File: src/rtl/cla_pkg.sv
// Shared types and sizing helpers for the pipelined carry-lookahead adder.
package cla_pkg;

  typedef enum logic [1:0] {
    ADD  = 2'd0,
    SUB  = 2'd1,
    ADC  = 2'd2,
    RSVD = 2'd3
  } cla_op_t;

  typedef struct packed {
    logic N;
    logic Z;
    logic C;
    logic V;
  } cla_flags_t;

  // Bits resolved per pipeline stage.
  function automatic int cla_sw(input int group_w, input int gps);
    return group_w * gps;
  endfunction

  // Number of pipeline stages for a given operand width.
  function automatic int cla_nstages(input int width, input int group_w, input int gps);
    return width / (group_w * gps);
  endfunction

endpackage

File: src/rtl/cla_group.sv
// One carry-lookahead group: sum bits plus group propagate/generate.
module cla_group #(
  parameter int GROUP_W = 4
) (
  input  logic [GROUP_W-1:0] a_i,
  input  logic [GROUP_W-1:0] b_i,
  input  logic               c_i,
  output logic [GROUP_W-1:0] s_o,
  output logic               p_o,
  output logic               g_o
);

  logic [GROUP_W-1:0] p;
  logic [GROUP_W-1:0] g;
  logic [GROUP_W-1:0] c;
  logic               t_c;
  logic               t_g;

  assign p   = a_i ^ b_i;
  assign g   = a_i & b_i;
  assign s_o = p ^ c;
  assign p_o = &p;

  // Per-bit carries as flat sum-of-products over c_i, g and p (no ripple chain).
  always_comb begin
    c   = '0;
    t_c = 1'b0;
    for (int i = 0; i < GROUP_W; i++) begin
      t_c = c_i;
      for (int j = 0; j < i; j++) t_c = t_c & p[j];
      c[i] = t_c;
      for (int j = 0; j < i; j++) begin
        t_c = g[j];
        for (int m = j + 1; m < i; m++) t_c = t_c & p[m];
        c[i] = c[i] | t_c;
      end
    end
  end

  // Group generate: some bit generates and every bit above it propagates.
  always_comb begin
    g_o = 1'b0;
    t_g = 1'b0;
    for (int j = 0; j < GROUP_W; j++) begin
      t_g = g[j];
      for (int m = j + 1; m < GROUP_W; m++) t_g = t_g & p[m];
      g_o = g_o | t_g;
    end
  end

endmodule

File: src/rtl/pipe_cla_adder.sv
// Pipelined carry-lookahead adder/subtractor with valid/ready on both sides
// and N/Z/C/V flags. Each stage resolves one SW-bit slice; the carry between
// slices is registered, upper operand bits ride along to later stages and
// finished low result bits ride along so S leaves aligned.
module pipe_cla_adder
  import cla_pkg::*;
#(
  parameter int WIDTH   = 16,
  parameter int GROUP_W = 4,
  parameter int GPS     = 2
) (
  input  logic             Clk,
  input  logic             Reset,
  input  logic             in_valid,
  output logic             in_ready,
  input  cla_op_t          op,
  input  logic [WIDTH-1:0] A,
  input  logic [WIDTH-1:0] B,
  input  logic             cin,
  output logic             out_valid,
  input  logic             out_ready,
  output logic [WIDTH-1:0] S,
  output cla_flags_t       flags
);

  localparam int SW      = cla_sw(GROUP_W, GPS);
  localparam int NSTAGES = cla_nstages(WIDTH, GROUP_W, GPS);
  localparam int LAST    = NSTAGES - 1;

  if ((WIDTH % SW) != 0 || NSTAGES < 1) begin : g_bad_width
    $error("pipe_cla_adder: WIDTH must be a positive multiple of GROUP_W*GPS");
  end

  // Stage registers: operands, partial result, slice carry, running zero bit.
  logic [WIDTH-1:0]   a_q [NSTAGES];
  logic [WIDTH-1:0]   b_q [NSTAGES];
  logic [WIDTH-1:0]   s_q [NSTAGES];
  logic               c_q [NSTAGES];
  logic               z_q [NSTAGES];
  logic [NSTAGES-1:0] vld_q;
  cla_flags_t         flags_q;
  cla_flags_t         flags_d;

  // Stage inputs (from ports or previous stage) and stage results.
  logic [WIDTH-1:0]   in_a [NSTAGES];
  logic [WIDTH-1:0]   in_b [NSTAGES];
  logic [WIDTH-1:0]   in_s [NSTAGES];
  logic               in_c [NSTAGES];
  logic               in_z [NSTAGES];
  logic [NSTAGES-1:0] in_v;
  logic [WIDTH-1:0]   nx_s [NSTAGES];
  logic               nx_c [NSTAGES];
  logic               nx_z [NSTAGES];
  logic [NSTAGES-1:0] en;

  for (genvar k = 0; k < NSTAGES; k++) begin : g_stg
    logic [GPS-1:0]   gp;
    logic [GPS-1:0]   gg;
    logic [GPS:0]     gc;
    logic [SW-1:0]    sum;
    logic [WIDTH-1:0] s_next;
    logic             t;

    if (k == 0) begin : g_entry
      // Stage 0 boundary: B inverted and carry-in chosen from op here.
      assign in_a[k] = A;
      assign in_b[k] = (op == SUB) ? ~B : B;
      assign in_c[k] = (op == SUB) | ((op == ADC) & cin);
      assign in_s[k] = '0;
      assign in_z[k] = 1'b1;
      assign in_v[k] = in_valid;
    end else begin : g_link
      // Stage k boundary: everything comes from the stage k-1 register.
      assign in_a[k] = a_q[k-1];
      assign in_b[k] = b_q[k-1];
      assign in_c[k] = c_q[k-1];
      assign in_s[k] = s_q[k-1];
      assign in_z[k] = z_q[k-1];
      assign in_v[k] = vld_q[k-1];
    end

    for (genvar j = 0; j < GPS; j++) begin : g_grp
      cla_group #(
        .GROUP_W(GROUP_W)
      ) u_grp (
        .a_i(in_a[k][k*SW + j*GROUP_W +: GROUP_W]),
        .b_i(in_b[k][k*SW + j*GROUP_W +: GROUP_W]),
        .c_i(gc[j]),
        .s_o(sum[j*GROUP_W +: GROUP_W]),
        .p_o(gp[j]),
        .g_o(gg[j])
      );
    end

    // Group carries across the stage, flattened so no group waits on another.
    always_comb begin
      gc = '0;
      t  = 1'b0;
      for (int i = 0; i <= GPS; i++) begin
        t = in_c[k];
        for (int j = 0; j < i; j++) t = t & gp[j];
        gc[i] = t;
        for (int j = 0; j < i; j++) begin
          t = gg[j];
          for (int m = j + 1; m < i; m++) t = t & gp[m];
          gc[i] = gc[i] | t;
        end
      end
    end

    // Merge this stage's slice into the aligned partial result.
    always_comb begin
      s_next                = in_s[k];
      s_next[k*SW +: SW]    = sum;
    end

    assign nx_s[k] = s_next;
    assign nx_c[k] = gc[GPS];
    assign nx_z[k] = in_z[k] & ~(|sum);
  end

  // Flags come from the final slice: carry into MSB recovered from s^a^b.
  always_comb begin
    flags_d   = '0;
    flags_d.N = nx_s[LAST][WIDTH-1];
    flags_d.Z = nx_z[LAST];
    flags_d.C = nx_c[LAST];
    flags_d.V = (nx_s[LAST][WIDTH-1] ^ in_a[LAST][WIDTH-1] ^ in_b[LAST][WIDTH-1]) ^ nx_c[LAST];
  end

  // Load enables: a stage loads when empty or when its successor loads.
  always_comb begin
    en       = '0;
    en[LAST] = !vld_q[LAST] || out_ready;
    for (int k = LAST - 1; k >= 0; k--) en[k] = !vld_q[k] || en[k+1];
  end

  // Valid bits: the only control state; cleared by Reset.
  always_ff @(posedge Clk) begin
    if (Reset) begin
      vld_q <= '0;
    end else begin
      for (int k = 0; k < NSTAGES; k++) begin
        if (en[k]) vld_q[k] <= in_v[k];
      end
    end
  end

  // Stage data loads only with a real item, so bubbles never disturb S/flags.
  always_ff @(posedge Clk) begin
    for (int k = 0; k < NSTAGES; k++) begin
      if (en[k] && in_v[k]) begin
        a_q[k] <= in_a[k];
        b_q[k] <= in_b[k];
        s_q[k] <= nx_s[k];
        c_q[k] <= nx_c[k];
        z_q[k] <= nx_z[k];
      end
    end
    if (en[LAST] && in_v[LAST]) flags_q <= flags_d;
    if (Reset) begin
      s_q[LAST] <= '0;
      flags_q   <= '0;
    end
  end

  // The final stage's operand/carry copies have no consumer.
  logic unused_tail;
  assign unused_tail = ^{a_q[LAST], b_q[LAST], c_q[LAST], z_q[LAST]};

  assign in_ready  = en[0];
  assign out_valid = vld_q[LAST];
  assign S         = s_q[LAST];
  assign flags     = flags_q;

endmodule

File: config.mk
export PLATFORM = sky130hd
export DESIGN_NAME = pipe_cla_adder
export DESIGN_NICKNAME = d
export VERILOG_FILES = /design/src/rtl/cla_pkg.sv /design/src/rtl/cla_group.sv /design/src/rtl/pipe_cla_adder.sv
export SDC_FILE = /design/constraint.sdc
export NUM_CORES = 1
export LEC_CHECK = 0
export BUFFER_PORTS_ARGS = -buffer_cell sky130_fd_sc_hd__buf_2
export CORE_AREA = 5 5 135 86
export CTS_BUF_LIST = sky130_fd_sc_hd__clkbuf_4
export DETAILED_ROUTE_END_ITERATION = 7
export DIE_AREA = 0 0 140 91
export SYNTH_ARGS = -nofsm -noshare
export SYNTH_HDL_FRONTEND = slang
export SYNTH_SLANG_ARGS = --single-unit
File: constraint.sdc
create_clock -name Clk -period 10.09 [get_ports Clk]
set_input_delay 2.5225 -clock Clk [delete_from_list [all_inputs] [get_ports Clk]]
set_output_delay 2.5225 -clock Clk [all_outputs]
set_load 0.02 [all_outputs]
==> metrics.txt, run 1 <==
PortBufs 60; TNS Setup 0 ns; DP Area 2920 um2; Worst-Skew Late Latency 0.37 ns; area of the core 10,200 um2; top cells by count, synth nand2_1 (37), edfxtp_1 (26), xnor2_1 (24), dfxtp_1 (21); GRT overflow 0; die height 91 um; antenna-violating nets left 0; Site Rows 29; max-cap viol count 0; Setup Buffers After CTS 0; DR iter-0 viols 95; clock buffer count from CTS 5; status finished, final reports clean; clock share of power 21.1%; kind of cell adding the most delay to the critical path simple AND/OR/NAND/NOR gates; ranking of synthesized cells by area edfxtp_1 (31%), dfxtp_1 (17%), ha_1 (10%); Relative slew margins 25.2%; EDFF count, synth 26; Critical Path Sink Type output port; Switching Share 31.9%; NetSw 141 uW; Worst Path Required 7.57 ns; Setup crit start kind primary input; io pins 61; CTS Hold Buffers Added 0; Mapped Area 2490 um2; buffer and inverter count on the worst path 2; critical path, cell by cell buf_2, nor2b_1, nand2_1, buf_2; GRT Resource Usage Total 8.90%; Max clock buf depth 2; # setup viols final 0; asr flop ratio synth 0%; Least-Margin Pin Slew 1.12 ns; Placer Congestion 0.764; Clock transition at path regs 0.15 ns; # diodes 0; post-synthesis cell type count 35; die width 140 um; most frequent cell after synthesis nand2_1; crit path DAT 3.07 ns; Avg Cell Area, Syn 10.4 um2; final max-slew violation count 0; Root Driver clkbuf_4; initial antenna violation count 0; routed len/inst 12.9 um; post-route cell area 2980 um2; post_cts resized 0; Yosys reg bits 47; crit path max-delay cell type nor2b_1; maximum fanout along the worst path 3; vias per inst 4.10; CTS tree built; Top FF cell, synth edfxtp_1; Final Hold Vio Count 0; Lkg Pwr 1.24 nW; drt pass-1 iters 4; sequential power share 52.2%; Synth top area share 31.4%; first-pass GRT wire length 8990 um; final core utilization 29.2%; Clock Skews 0.0213 ns; nets@finish 360; die area 12,700 um2; vias in the first global route 1,775; via count 1,792; Synth Instances 239; Hold Slack 0.464 ns; cell mode on critical path buf_2; Syn-to-layout area delta 19.9%; largest net degree at the start of global routing 27; fin crit period 5.59 ns; # DRC 0; sequential cell area fraction in the yosys report 48.3%; Filler Cell Count 1,101; layout cells sized above 1 23.2%; Initial Util 24.3%; Yosys Warn Count 0; RSZ-0062 raised after global routing no; PD cells 149 nW/um2; Design Power 443 uW; clock sink total 47; DP Wirelength 4530 um; Setup CP Type in2out; peak supply drop 41.7 uV; final clock period utilization by the worst path 55.4%; WL final 5620 um; cell taking the most area after synthesis edfxtp_1; Comb pwr share 26.7%; crit-path max cell delay 0.18 ns; HP Class reg2reg; syn_nets 302; Achievable Freq 179 MHz; Int Pwr 302 uW; H-tree depth 2
[worst paths after layout]
| check | from | end | slack (ns) | cells past startpoint |
|---|---|---|---|---|
| min | s_q[1][4] | s_q[1][4] | 0.46 | 2 |
| max | out_ready | in_ready | 4.50 | 4 |
| max reg2reg | b_q[0][8] | flags[2] | 7.02 | 10 |
| min reg2reg | s_q[1][4] | s_q[1][4] | 0.46 | 2 |
[area by class of cell]
class | instances | area (um2) | area share [%]
clock buffer | 5 | 37.5 | 1.26
clock inverter | 3 | 22.5 | 0.755
inverter | 12 | 45.0 | 1.51
multi-input combinational | 171 | 1200 | 40.3
sequential | 47 | 1200 | 40.3
tap | 139 | 174 | 5.83
timing repair buffer | 60 | 300 | 10.1
[power by group through the flow]
stage	clock (mW)	combinational, mW	sequential (mW)
3_5_place_dp	0	0.119	0.236
3_3_place_gp	0	0.117	0.235
6_report	0.0937	0.118	0.231
4_1_cts	0.0977	0.119	0.232
5_1_grt	0.106	0.132	0.234
2_1_floorplan	0	0.0760	0.241
[through the flow]
step / cells / setup slack, ns
6_report: 437 / 4.50
5_1_grt: 437 / 4.41
4_1_cts: 437 / 4.49
3_5_place_dp: 429 / 4.25
3_3_place_gp: 429 / 4.37
2_1_floorplan: 239 / 4.72
[flip-flops by register name, indices dropped and copies added (netlist names)]
register	count
s_q	23
a_q	8
b_q	8
flags	4
vld_q	2
c_q	1
z_q	1
[tightest hold or removal path: cells and delay by family, from the launching register on]
family / cells / cell delay [ns]
AO/OA/AOI/OAI: 1 / 0.05
flip-flops: 1 / 0.34
AND/OR/NAND/NOR: 1 / 0.05
[kinds of logic after synthesis]
| family | synth area share, % |
|---|---|
| simple gates | 13.9 |
| flops | 48.3 |
| compound gates | 10.8 |
| xor+xnor | 10.4 |
| fa+ha+maj | 13.3 |
| buf+inv | 3.42 |
[per-layer routing]
metal  up-vias  routed length [um]  GRT usage, %
met1       792                3120          13.8
met2        54                2160          12.1
met3         7                 249          1.89
li1        939                   -             -
met5         -                   0             0
met4         0                  83          2.90
[cell usage in the layout (no fill, tap or decap), types with 2 or more instances in the layout]
cell type and count:
buf_2 60, nand2_1 37, edfxtp_1 26, xnor2_1 24, dfxtp_1 21, a21oi_1 20, ha_1 20, nor2_1 15
inv_1 12, o21a_1 7, nor3_1 5, o21ai_0 5, clkbuf_4 5, nand2b_1 4, fa_1 4, or4_1 3
and2_1 3, nand3_1 3, xor2_1 3, o21ai_1 2, a211oi_1 2, o211ai_1 2, nand3b_1 2, inv_6 2
(Power assumes the default switching activity.)
==> run 2, diff against run 1 <==
- clock period: 10.09 -> 5.15 ns (I/O delays scaled with it)
==> metrics.txt, run 2 (synthesized netlist as in run 1, its figures left out) <==
status finished, final reports clean; CTS tree built; Clock Skews 0.0135 ns (-0.00785 ns); nets@finish 361 (+0.28%); max-cap viol count 0 (unchanged); # DRC 0 (unchanged); # diodes 0 (unchanged); Filler Cell Count 1,093 (-0.73%); Largest regs s_q: 23 flops, a_q: 8 flops, b_q: 8 flops; io pins 61 (unchanged); Worst-Skew Late Latency 0.36 ns (about the same); Final Hold Vio Count 0 (unchanged); area of the core 10,200 um2 (unchanged); most frequent cells in the layout buf_2 (60), nand2_1 (37), edfxtp_1 (26), xnor2_1 (24), dfxtp_1 (21); antenna-violating nets left 0 (unchanged); cell mode on critical path xnor2_1; vias in the first global route 1,782 (+0.39%); Post-Layout Cell Count 438 (+0.23%); GRT Resource Usage Total 9.08% (+0.18 points); routed len/inst 13.3 um (+3.5%); first-pass GRT wire length 9140 um (+1.7%); crit path DAT 4.08 ns (+1.01 ns); RSZ-0062 raised after global routing no; GRT overflow 0 (unchanged); Site Rows 29 (unchanged); peak supply drop 84.0 uV (+100%); PD cells 287 nW/um2 (+93%); Setup crit start kind primary input; PortBufs 60 (unchanged); final max-slew violation count 0 (unchanged); layout cells sized above 1 23.4% (+0.26 points); vias per inst 4.20 (+2.4%); Placer Congestion 0.769 (+0.62%); Root Driver clkbuf_4; Setup CP Type in2reg; initial antenna violation count 0 (unchanged); Critical Path Sink Type flop; maximum fanout along the worst path 10 (+7); clock buffer count from CTS 5 (unchanged); R2R cell count 10 (unchanged); Initial Util 24.3% (unchanged); drt pass-1 iters 4 (unchanged); Achievable Freq 256 MHz; TNS Setup 0 ns (unchanged); DP Wirelength 4720 um (+4.2%); Max clock buf depth 2 (unchanged); kind of cell adding the most delay to the critical path simple AND/OR/NAND/NOR gates; crit path max-delay cell type or4_1; hold path cells 2 (unchanged); Setup Buffers After CTS 0 (unchanged); Largest register FFs 23 (unchanged); fin crit period 3.90 ns; largest net degree at the start of global routing 27 (unchanged); buffer and inverter count on the worst path 1 (-1); Largest Register s_q; HP Class reg2reg; die height 91 um (unchanged); min-delay src s_q[1][4]; CP Depth 11 (+7); H-tree depth 2 (unchanged); # setup viols final 0 (unchanged); crit-path max cell delay 0.52 ns (+0.34 ns); reg2reg end flags[2]; Relative slew margins 25.9% (+0.72 points); Syn-to-layout area delta 20.0%; clock sink total 47 (unchanged); number of instances in the placed design 430 (+0.23%); post_cts resized 0 (unchanged); Clock transition at path regs 0.14 ns (about the same); die area 12,700 um2 (unchanged); Least-Margin Pin Slew 1.11 ns (-0.0108 ns); die width 140 um (unchanged); final clock period utilization by the worst path 75.8%; Worst Path Required 5.33 ns (-2.24 ns); leading cell type in the layout, fill and taps excluded buf_2; critical path, cell by cell buf_2, nand2b_1, xnor2_1, ha_1, a21o_1, a31oi_1, o21a_1, fa_1, xnor2_1, or4_1, nor4_1; Hold Path Sink s_q[1][4]; via count 1,839 (+2.6%); DR iter-0 viols 69 (-27%); CTS Hold Buffers Added 0 (unchanged); Lkg Pwr 1.24 nW (about the same); R2R Path Start b_q[0][8]; Reg2Reg Setup Slack 2.05 ns (-4.97 ns); WL final 5830 um (+3.7%)
==> run 2: changes by cell type in the layout (fill, tap and decap cells not counted) <==
cell and delta:
clkinvlp_4 +1, buf_4 +1, inv_4 +1, inv_6 -2
==> run 2: report_power, final <==
part	switching [mW]	leakage, nW	internal [mW]
sequential	0.0151	0.426	0.438
clock	0.118	0.0315	0.0528
combinational	0.136	0.785	0.0976
total	0.269	1.24	0.588
==> run 2: worst max-delay path by stage <==
| stage | start | to | slack [ns] |
|---|---|---|---|
| 2_1_floorplan | op[1] | z_q[0] | 1.20 |
| 3_3_place_gp | op[1] | z_q[0] | 1.02 |
| 3_5_place_dp | op[1] | z_q[0] | 0.86 |
| 4_1_cts | op[1] | z_q[0] | 1.24 |
| 5_1_grt | op[1] | z_q[0] | 1.06 |
| 6_report | op[1] | z_q[0] | 1.25 |
==> run 2: metrics by stage <==
stage | instance area [um2] | util, % | worst slack (ns) | hold slack, ns | power [mW]
2_1_floorplan | 2490 | - | 1.20 | 0.471 | 0.622
3_3_place_gp | 2930 | 28.6 | 1.02 | 0.444 | 0.689
3_5_place_dp | 2930 | 28.6 | 0.862 | 0.444 | 0.697
4_1_cts | 2990 | 29.2 | 1.24 | 0.464 | 0.868
5_1_grt | 2990 | 29.2 | 1.06 | 0.486 | 0.913
6_report | 2990 | 29.2 | 1.25 | 0.460 | 0.858
==> run 2: tightest hold or removal path, cell delays in order, from the launching register on <==
cell,delay [ns]
dfxtp_1,0.33
nand2_1,0.05
a21oi_1,0.05
==> run 2: routing by layer <==
layer | routed length [um] | global-route usage (%) | vias to the layer above
met2 | 2260 | 12.4 | 60
met3 | 363 | 2.47 | 10
met5 | 0 | 0 | -
li1 | - | - | 941
met4 | 77 | 2.66 | 0
met1 | 3130 | 13.8 | 828
==> run 2: final cells by class <==
cell class | instances | area, um2 | share of cell area [%]
Clock buffer | 5 | 37.5 | 1.26
Inverter | 12 | 45.0 | 1.51
Clock inverter | 3 | 18.8 | 0.628
Sequential cell | 47 | 1200 | 40.2
Tap cell | 139 | 174 | 5.82
Multi-Input combinational cell | 171 | 1200 | 40.3
Timing Repair Buffer | 61 | 308 | 10.3
